[src/rtl/operand_save_bank.sv]
// ---------------------------------------------------------------------------
// operand_save_bank
//
// Operand A/B save stage sitting between the operand input path and the ALU
// core. Operands are loaded from a packed bus with selectable half ordering,
// the ALU result is written back into A or B, and a DEPTH-entry LIFO keeps
// saved {A,B} pairs for undo / chained operations.
//
// Ports:
//   clk          rising-edge clock
//   rst_n        asynchronous active-low reset
//   active       load A/B from data_AB this cycle
//   data_AB      packed operands, upper half = first, lower half = second
//   pos_save     1: upper->A, lower->B, result->A ; 0: upper->B, lower->A, result->B
//   done         write data_result into the target register
//   data_result  ALU result
//   push         save current {A,B} on the LIFO
//   pop          restore {A,B} from the LIFO top
//   clr_err      clear the sticky error flag
//   data_outA    operand A register
//   data_outB    operand B register
//   valid        A/B hold loaded or restored data
//   count        LIFO occupancy
//   empty        count == 0
//   full         count == DEPTH
//   err          sticky flag for illegal push/pop requests
// ---------------------------------------------------------------------------
module operand_save_bank #(
    parameter int WIDTH = 4,
    parameter int DEPTH = 4,
    localparam int CW   = $clog2(DEPTH + 1)
) (
    input  logic                 clk,
    input  logic                 rst_n,
    input  logic                 active,
    input  logic [2*WIDTH-1:0]   data_AB,
    input  logic                 pos_save,
    input  logic                 done,
    input  logic [WIDTH-1:0]     data_result,
    input  logic                 push,
    input  logic                 pop,
    input  logic                 clr_err,
    output logic [WIDTH-1:0]     data_outA,
    output logic [WIDTH-1:0]     data_outB,
    output logic                 valid,
    output logic [CW-1:0]        count,
    output logic                 empty,
    output logic                 full,
    output logic                 err
);

    // LIFO address width; a single-entry LIFO still needs a 1-bit index.
    localparam int AW = (DEPTH > 1) ? $clog2(DEPTH) : 1;

    logic [WIDTH-1:0]   a_reg, a_next;
    logic [WIDTH-1:0]   b_reg, b_next;
    logic               valid_reg, valid_next;
    logic [CW-1:0]      count_reg, count_next;
    logic               err_reg, err_next;

    logic [2*WIDTH-1:0] lifo [0:DEPTH-1];

    logic [WIDTH-1:0]   upper_half, lower_half;
    logic [WIDTH-1:0]   load_a, load_b;
    logic [2*WIDTH-1:0] lifo_top;
    logic [AW-1:0]      wr_idx, rd_idx;
    logic               is_empty, is_full;
    logic               do_push, do_pop, err_set;

    assign upper_half = data_AB[2*WIDTH-1:WIDTH];
    assign lower_half = data_AB[WIDTH-1:0];
    assign load_a     = pos_save ? upper_half : lower_half;
    assign load_b     = pos_save ? lower_half : upper_half;

    assign is_empty   = (count_reg == '0);
    assign is_full    = (count_reg == CW'(DEPTH));

    // Only a lone, legal request acts; simultaneous push+pop cancels both.
    assign do_push    = push & ~pop & ~is_full;
    assign do_pop     = pop & ~push & ~is_empty;
    assign err_set    = (push & pop) | (push & ~pop & is_full) | (pop & ~push & is_empty);

    // wr_idx is only used when not full, so count fits the address width.
    assign wr_idx     = count_reg[AW-1:0];
    assign rd_idx     = AW'(count_reg - CW'(1));
    assign lifo_top   = lifo[rd_idx];

    always_comb begin
        a_next     = a_reg;
        b_next     = b_reg;
        valid_next = valid_reg;
        count_next = count_reg;

        if (do_pop) begin
            // A successful restore overrides any load/writeback this cycle.
            a_next     = lifo_top[2*WIDTH-1:WIDTH];
            b_next     = lifo_top[WIDTH-1:0];
            valid_next = 1'b1;
            count_next = count_reg - CW'(1);
        end else begin
            if (active) begin
                a_next     = load_a;
                b_next     = load_b;
                valid_next = 1'b1;
            end
            // Writeback comes after load so the result wins on its target.
            if (done) begin
                if (pos_save) a_next = data_result;
                else          b_next = data_result;
            end
            if (do_push) count_next = count_reg + CW'(1);
        end

        // Set has priority over clear.
        err_next = err_set | (err_reg & ~clr_err);
    end

    always_ff @(posedge clk or negedge rst_n) begin
        if (!rst_n) begin
            a_reg     <= '0;
            b_reg     <= '0;
            valid_reg <= 1'b0;
            count_reg <= '0;
            err_reg   <= 1'b0;
        end else begin
            a_reg     <= a_next;
            b_reg     <= b_next;
            valid_reg <= valid_next;
            count_reg <= count_next;
            err_reg   <= err_next;
        end
    end

    // Storage needs no reset: contents are meaningless until pushed.
    // Push saves the pre-edge A/B, not the values being loaded this cycle.
    always_ff @(posedge clk) begin
        if (do_push) lifo[wr_idx] <= {a_reg, b_reg};
    end

    assign data_outA = a_reg;
    assign data_outB = b_reg;
    assign valid     = valid_reg;
    assign count     = count_reg;
    assign empty     = is_empty;
    assign full      = is_full;
    assign err       = err_reg;

endmodule

[config.mk]
export PLATFORM = sky130hd
export DESIGN_NAME = operand_save_bank
export DESIGN_NICKNAME = d
export VERILOG_FILES = /design/src/rtl/operand_save_bank.sv
export SDC_FILE = /design/constraint.sdc
export NUM_CORES = 1
export LEC_CHECK = 0
export CAP_MARGIN = 20
export CORE_MARGIN = 1.5
export CORE_UTILIZATION = 52
export CTS_CLUSTER_SIZE = 40
export DETAILED_ROUTE_END_ITERATION = 16
export HOLD_SLACK_MARGIN = 0.06
export PLACE_DENSITY = 0.91
export SYNTH_ARGS = -nofsm -noshare
export SYNTH_HDL_FRONTEND = slang
export SYNTH_SLANG_ARGS = --single-unit
[constraint.sdc]
create_clock -name clk -period 2.6 [get_ports clk]
set_input_delay 0.52 -clock clk [delete_from_list [all_inputs] [get_ports clk]]
set_output_delay 0.52 -clock clk [all_outputs]
set_load 0.02 [all_outputs]
Word-level counts from Yosys, hierarchy flattened
Memory sizes are Yosys's and may differ from the RTL's.
Cells that the tools add are included.
{ "classes": {"n_addsub": 2, "eq_ne": 1, "muxes": 16, "bitwise_logic": 16, "n_reduce_logical": 3} }
{ "ops": {"columns": ["operator", "n"], "rows": [
  ["$mux W4", 10],
  ["$and A1 B1 Y1", 8],
  ["$mux W3", 2],
  ["$not A1 Y1", 5],
  ["$mux W1", 4],
  ["$reduce_bool A2 Y1", 2],
  ["$add A3 B1 Y3 const B", 1],
  ["$eq A3 B3 Y1 const B", 1],
  ["$logic_not A3 Y1", 1],
  ["$or A1 B1 Y1", 3],
  ["$sub A3 B1 Y3 const B", 1]
]} }
{ "word_totals": {"reg_bits": 13, "ram_bits": 32, "in_bits": 20, "out_inout_bits": 15, "elab_cells": 44, "memories": 1} }
{ "mem_list": {"columns": ["name", "depth", "width", "rd", "rd_ports_with_merged_regs", "wr", "line", "text"], "rows": [
  ["lifo", 4, 8, 1, 0, 1, "61", "logic [2*WIDTH-1:0] lifo [0:DEPTH-1];"]
]} }

Depth between registers and ports, before layout
{ "depth": {"depth_word": 6, "mapped_depth": 8, "ltp_nobuf": 6} }

Worst setup path before layout
No wires, ideal clock.
{ "synth_path": {"kind": "flip-flop to flip-flop", "startpoint": "register count_reg[0] (netlist: count[0])", "endpoint": "register b_reg[0] (netlist: data_outB[0])", "setup_time_ps": 121, "arrival_ps": 2037, "t_required_ps": 2479, "path_slack_ps": 442, "path_stages_with_launch": 9, "path_buffers": 2, "synth_period_minus_slack_ps": 2158, "path_cell_list": "dfrtp_1 buf_6 inv_1 ha_1 ha_1 or3b_1 buf_2 o21a_1 a22o_1"} }
{ "synth_via": {"elab_chain_len": 4, "elab_cells_between_ends": 6, "cone_classes": "1 x add/sub; 1 x mux; 2 x bitwise; 1 x reduce/logical; 1 x memory"} }
{ "synth_rtl": {"columns": ["item", "line", "text"], "rows": [
  ["start, declared", "58", "logic [CW-1:0] count_reg, count_next;"],
  ["start signal, assigned", "129", "count_reg <= count_next;"],
  ["$logic_not A3 Y1", "75", "assign is_empty = (count_reg == '0);"],
  ["net empty", "47", "output logic empty,"],
  ["$not A1 Y1", "80", "assign do_pop = pop & ~push & ~is_empty;"],
  ["$and A1 B1 Y1", "80", null],
  ["$mux W4", "94", "if (do_pop) begin"],
  ["net b_next[0]", "56", "logic [WIDTH-1:0] b_reg, b_next;"],
  ["end signal, assigned", "127", "b_reg <= b_next;"],
  ["end, declared", "56", null]
]} }
The timed path passes the listed nets, and every way through them passes these cells.
A chain may end at the register's enable or synchronous reset.

Worst setup path in the final report
{ "layout_path": {"startpoint": "register count_reg[1] (netlist: count[1])", "endpoint": "output full"} }
{ "layout_via": {"elab_chain_len": 1} }
{ "layout_rtl": {"columns": ["item", "line", "text"], "rows": [
  ["$eq A3 B3 Y1", "76", "assign is_full = (count_reg == CW'(DEPTH));"],
  ["end, declared", "48", "output logic full,"]
]} }
Every way passes these cells.

==> results.py <==
metrics = {
    "die": {
        "rows": 22,
        "die_width_um": 65.9,
        "boundaryPins": 35,
        "die_h_um": 65.9,
        "core_um2": 3720,
        "die_area_um2": 4340,
        "initial_core_util": 0.554,
    },
    "timing": {
        "tns_ps": 0,
        "tightest_slew_ps": 653,
        "fmax_mhz": 411,
        "rsz0062_at_grt": "false",
        "setup_viol": 0,
        "maxSlewViolCount": 0,
        "max_slew_margin": 0.563,
        "timing.final.crit_share": 0.937,
        "finalCriticalPeriod_ps": 2440,
        "clock_skew_ps": 6.87,
        "hold_violations": 0,
    },
    "cts": {
        "path_clk_slew_ps": 70,
        "postCtsResizedCells": 0,
        "cts_hold_buf": 0,
        "htree_levels": 2,
        "cts_setup_buffers": 0,
        "insertion_delay_ps": 300,
        "cts_sinks": 45,
        "cts_buffers": 5,
        "clockBufferDepth": 2,
        "cts-root-buf": "clkbuf_8",
        "cts_tree": "yes",
    },
    "critical_path": {
        "crit_top_cell": "inv_1",
        "required_ps": 2080,
        "r2r_slack_ps": 650,
        "crit_chain": "inv_1 -> ha_1 -> nand2_1 -> inv_1 -> clkdlybuf4s50_1",
        "r2r_start": "count[1]",
        "crit_start": "count[1]",
        "max_stage_delay_ps": 620,
        "critPathCaptureType": "output pin",
        "startpoint_type": "flop",
        "cp_data_arrival_time_ps": 1920,
        "cp_max_fo": 9,
        "crit_type": "flop to output pin",
        "critical-path-top-delay-family": "buffers and inverters",
        "worst_path_max_delay_cell": "clkdlybuf4s50_1",
        "r2r_end": "data_outB[2]",
        "reg2reg_depth": 6,
        "crit_buf_inv": 3,
    },
    "final_layout": {
        "seqCellArea_um2": 1290,
        "nets": 199,
        "largest_register": "lifo",
        "multi_input_area_um2": 697,
        "largest_reg_flops": 32,
        "fill_cells": 257,
        "antenna_cells": 0,
        "drive_gt1_frac": 0.0809,
        "area_growth_pct": 22.6,
        "finalNonFillerCells": 221,
    },
    "placed_design": {
        "post-place-cells": 214,
        "hpwl_um": 3230,
        "routabilityCongestion": 0.816,
        "numPortBuffers": 34,
    },
    "synthesis": {
        "synthTopCellsByArea": "edfxtp_1 (47%), dfrtp_1 (16%), mux4_1 (5.1%), mux4_2 (4.4%), ha_1 (3.6%)",
        "synth_fa_ha_area_frac": 0.0365,
        "synth_edf_count": 32,
        "synth_ff_type": "edfxtp_1",
        "synth_most_common_cell": "edfxtp_1",
        "synth-xor-area-share": 0.00426,
        "synth_nets": 162,
        "syn_inst": 136,
        "yosysTopAreaCellShare": 0.467,
        "synth_top_family_by_area": "compound AO/OA/AOI/OAI gates",
        "yosys.area.top_type": "edfxtp_1",
        "netlist_area_um2": 2060,
        "ys_ff_latch": 45,
        "muxShareOfSynthArea": 0.0949,
        "synth-seq-area-share": 0.625,
        "synth_compound_area_frac": 0.127,
        "synth-async-reset-ratio": 0.289,
        "synth.distinct_cells": 32,
        "syn_area_per_cell_um2": 15.1,
        "synth_commonest_cells": "edfxtp_1 (32), dfrtp_1 (13), and3_1 (8), o21ai_0 (8), inv_1 (7)",
        "ys_warn_count": 0,
        "yosys.area_share.simple": 0.0760,
    },
    "status": {
        "status": "completed",
    },
    "drt": {
        "first_iter_violations": 111,
        "ant_nets": 0,
        "drcViolationCount": 0,
        "dr.pass1.iters": 5,
        "vias": 1373,
        "totalWireLength_um": 4540,
        "wl_per_cell_um": 20.5,
        "viasPerCell": 6.21,
    },
    "global_route": {
        "grt_use_total": 0.231,
        "antenna_found_initial": 0,
        "grt_max_degree": 16,
        "overflow": 0,
        "grt_pass1_wl_um": 7020,
        "first_global_vias": 1354,
    },
    "hold_path": {
        "hp-start": "valid",
        "hold_class": "flop to flop",
        "min_to": "valid",
        "whs_path_depth": 1,
    },
    "pwr": {
        "internal-power_mw": 1.64,
        "clockPowerShare": 0.172,
        "seq_power_share": 0.432,
        "peakVddDrop_v": 0.000546,
        "power_frac_comb": 0.396,
        "p_sw_mw": 0.834,
        "power_density_nw_per_um2": 979,
        "p_sw_frac": 0.338,
        "p_leak_nw": 0.984,
    },
    "flow_run": {
        "drv_cap": 0,
    },
}
==> layer usage <==
metal | global-route usage | up-vias | share of wire | wire length [um]
met5 | 0 | - | 0 | 0
met4 | 0.0729 | 0 | 0.015 | 68
met3 | 0.0716 | 9 | 0.063 | 287
met2 | 0.362 | 56 | 0.50 | 2250
met1 | 0.311 | 700 | 0.42 | 1930
li1 | - | 608 | - | -
==> cells in the final DEF (no fill, tap or decap), drive strengths merged, types with 6 or more instances in the layout <==
cell type,count
dfrtp,13
mux4,8
o21ai,8
nand2,6
clkbuf,7
ha,6
and3,8
edfxtp,32
clkdlybuf4s50,34
inv,8
==> worst max path at each step <==
stage               slack [ps]            to  cells after the start
global route                60          full                      5
finish                     160          full                      5
global placement           420    lifo[0][5]                      3
detailed placement         330    lifo[1][1]                      3
floorplan                  440  data_outB[0]                      8
CTS                        170          full                      5
==> logic make-up after synthesis <==
group / count (synthesis)
mux: 8
flops: 45
compound gates: 35
simple gates: 26
buf+inv: 15
fa+ha+maj: 6
xor+xnor: 1
==> power groups by stage <==
stage / combinational [mW] / clock [mW] / sequential, mW
floorplan: 0.522 / 0 / 1.14
global placement: 0.931 / 0 / 1.07
detailed placement: 0.970 / 0 / 1.08
CTS: 0.975 / 0.434 / 1.07
global route: 1.04 / 0.455 / 1.09
finish: 0.977 / 0.425 / 1.07
==> stage by stage <==
stage | power (mW) | hold slack [ps] | utilization | cell area (um2) | setup WS, ps
floorplan | 1.66 | 224 | - | 2060 | 442
global placement | 2.00 | 488 | 0.656 | 2440 | 416
detailed placement | 2.05 | 485 | 0.656 | 2440 | 335
CTS | 2.47 | 514 | 0.679 | 2520 | 170
global route | 2.58 | 518 | 0.679 | 2520 | 63.2
finish | 2.47 | 513 | 0.679 | 2520 | 165
==> final cells by class <==
class | instances | area share
inverters | 8 | 0.0119
flip-flops and latches | 45 | 0.510
clock buffers | 7 | 0.0342
well taps | 48 | 0.0238
multi-input cells | 76 | 0.276
repair buffers | 37 | 0.144
Power figures use the tool's default switching activity.
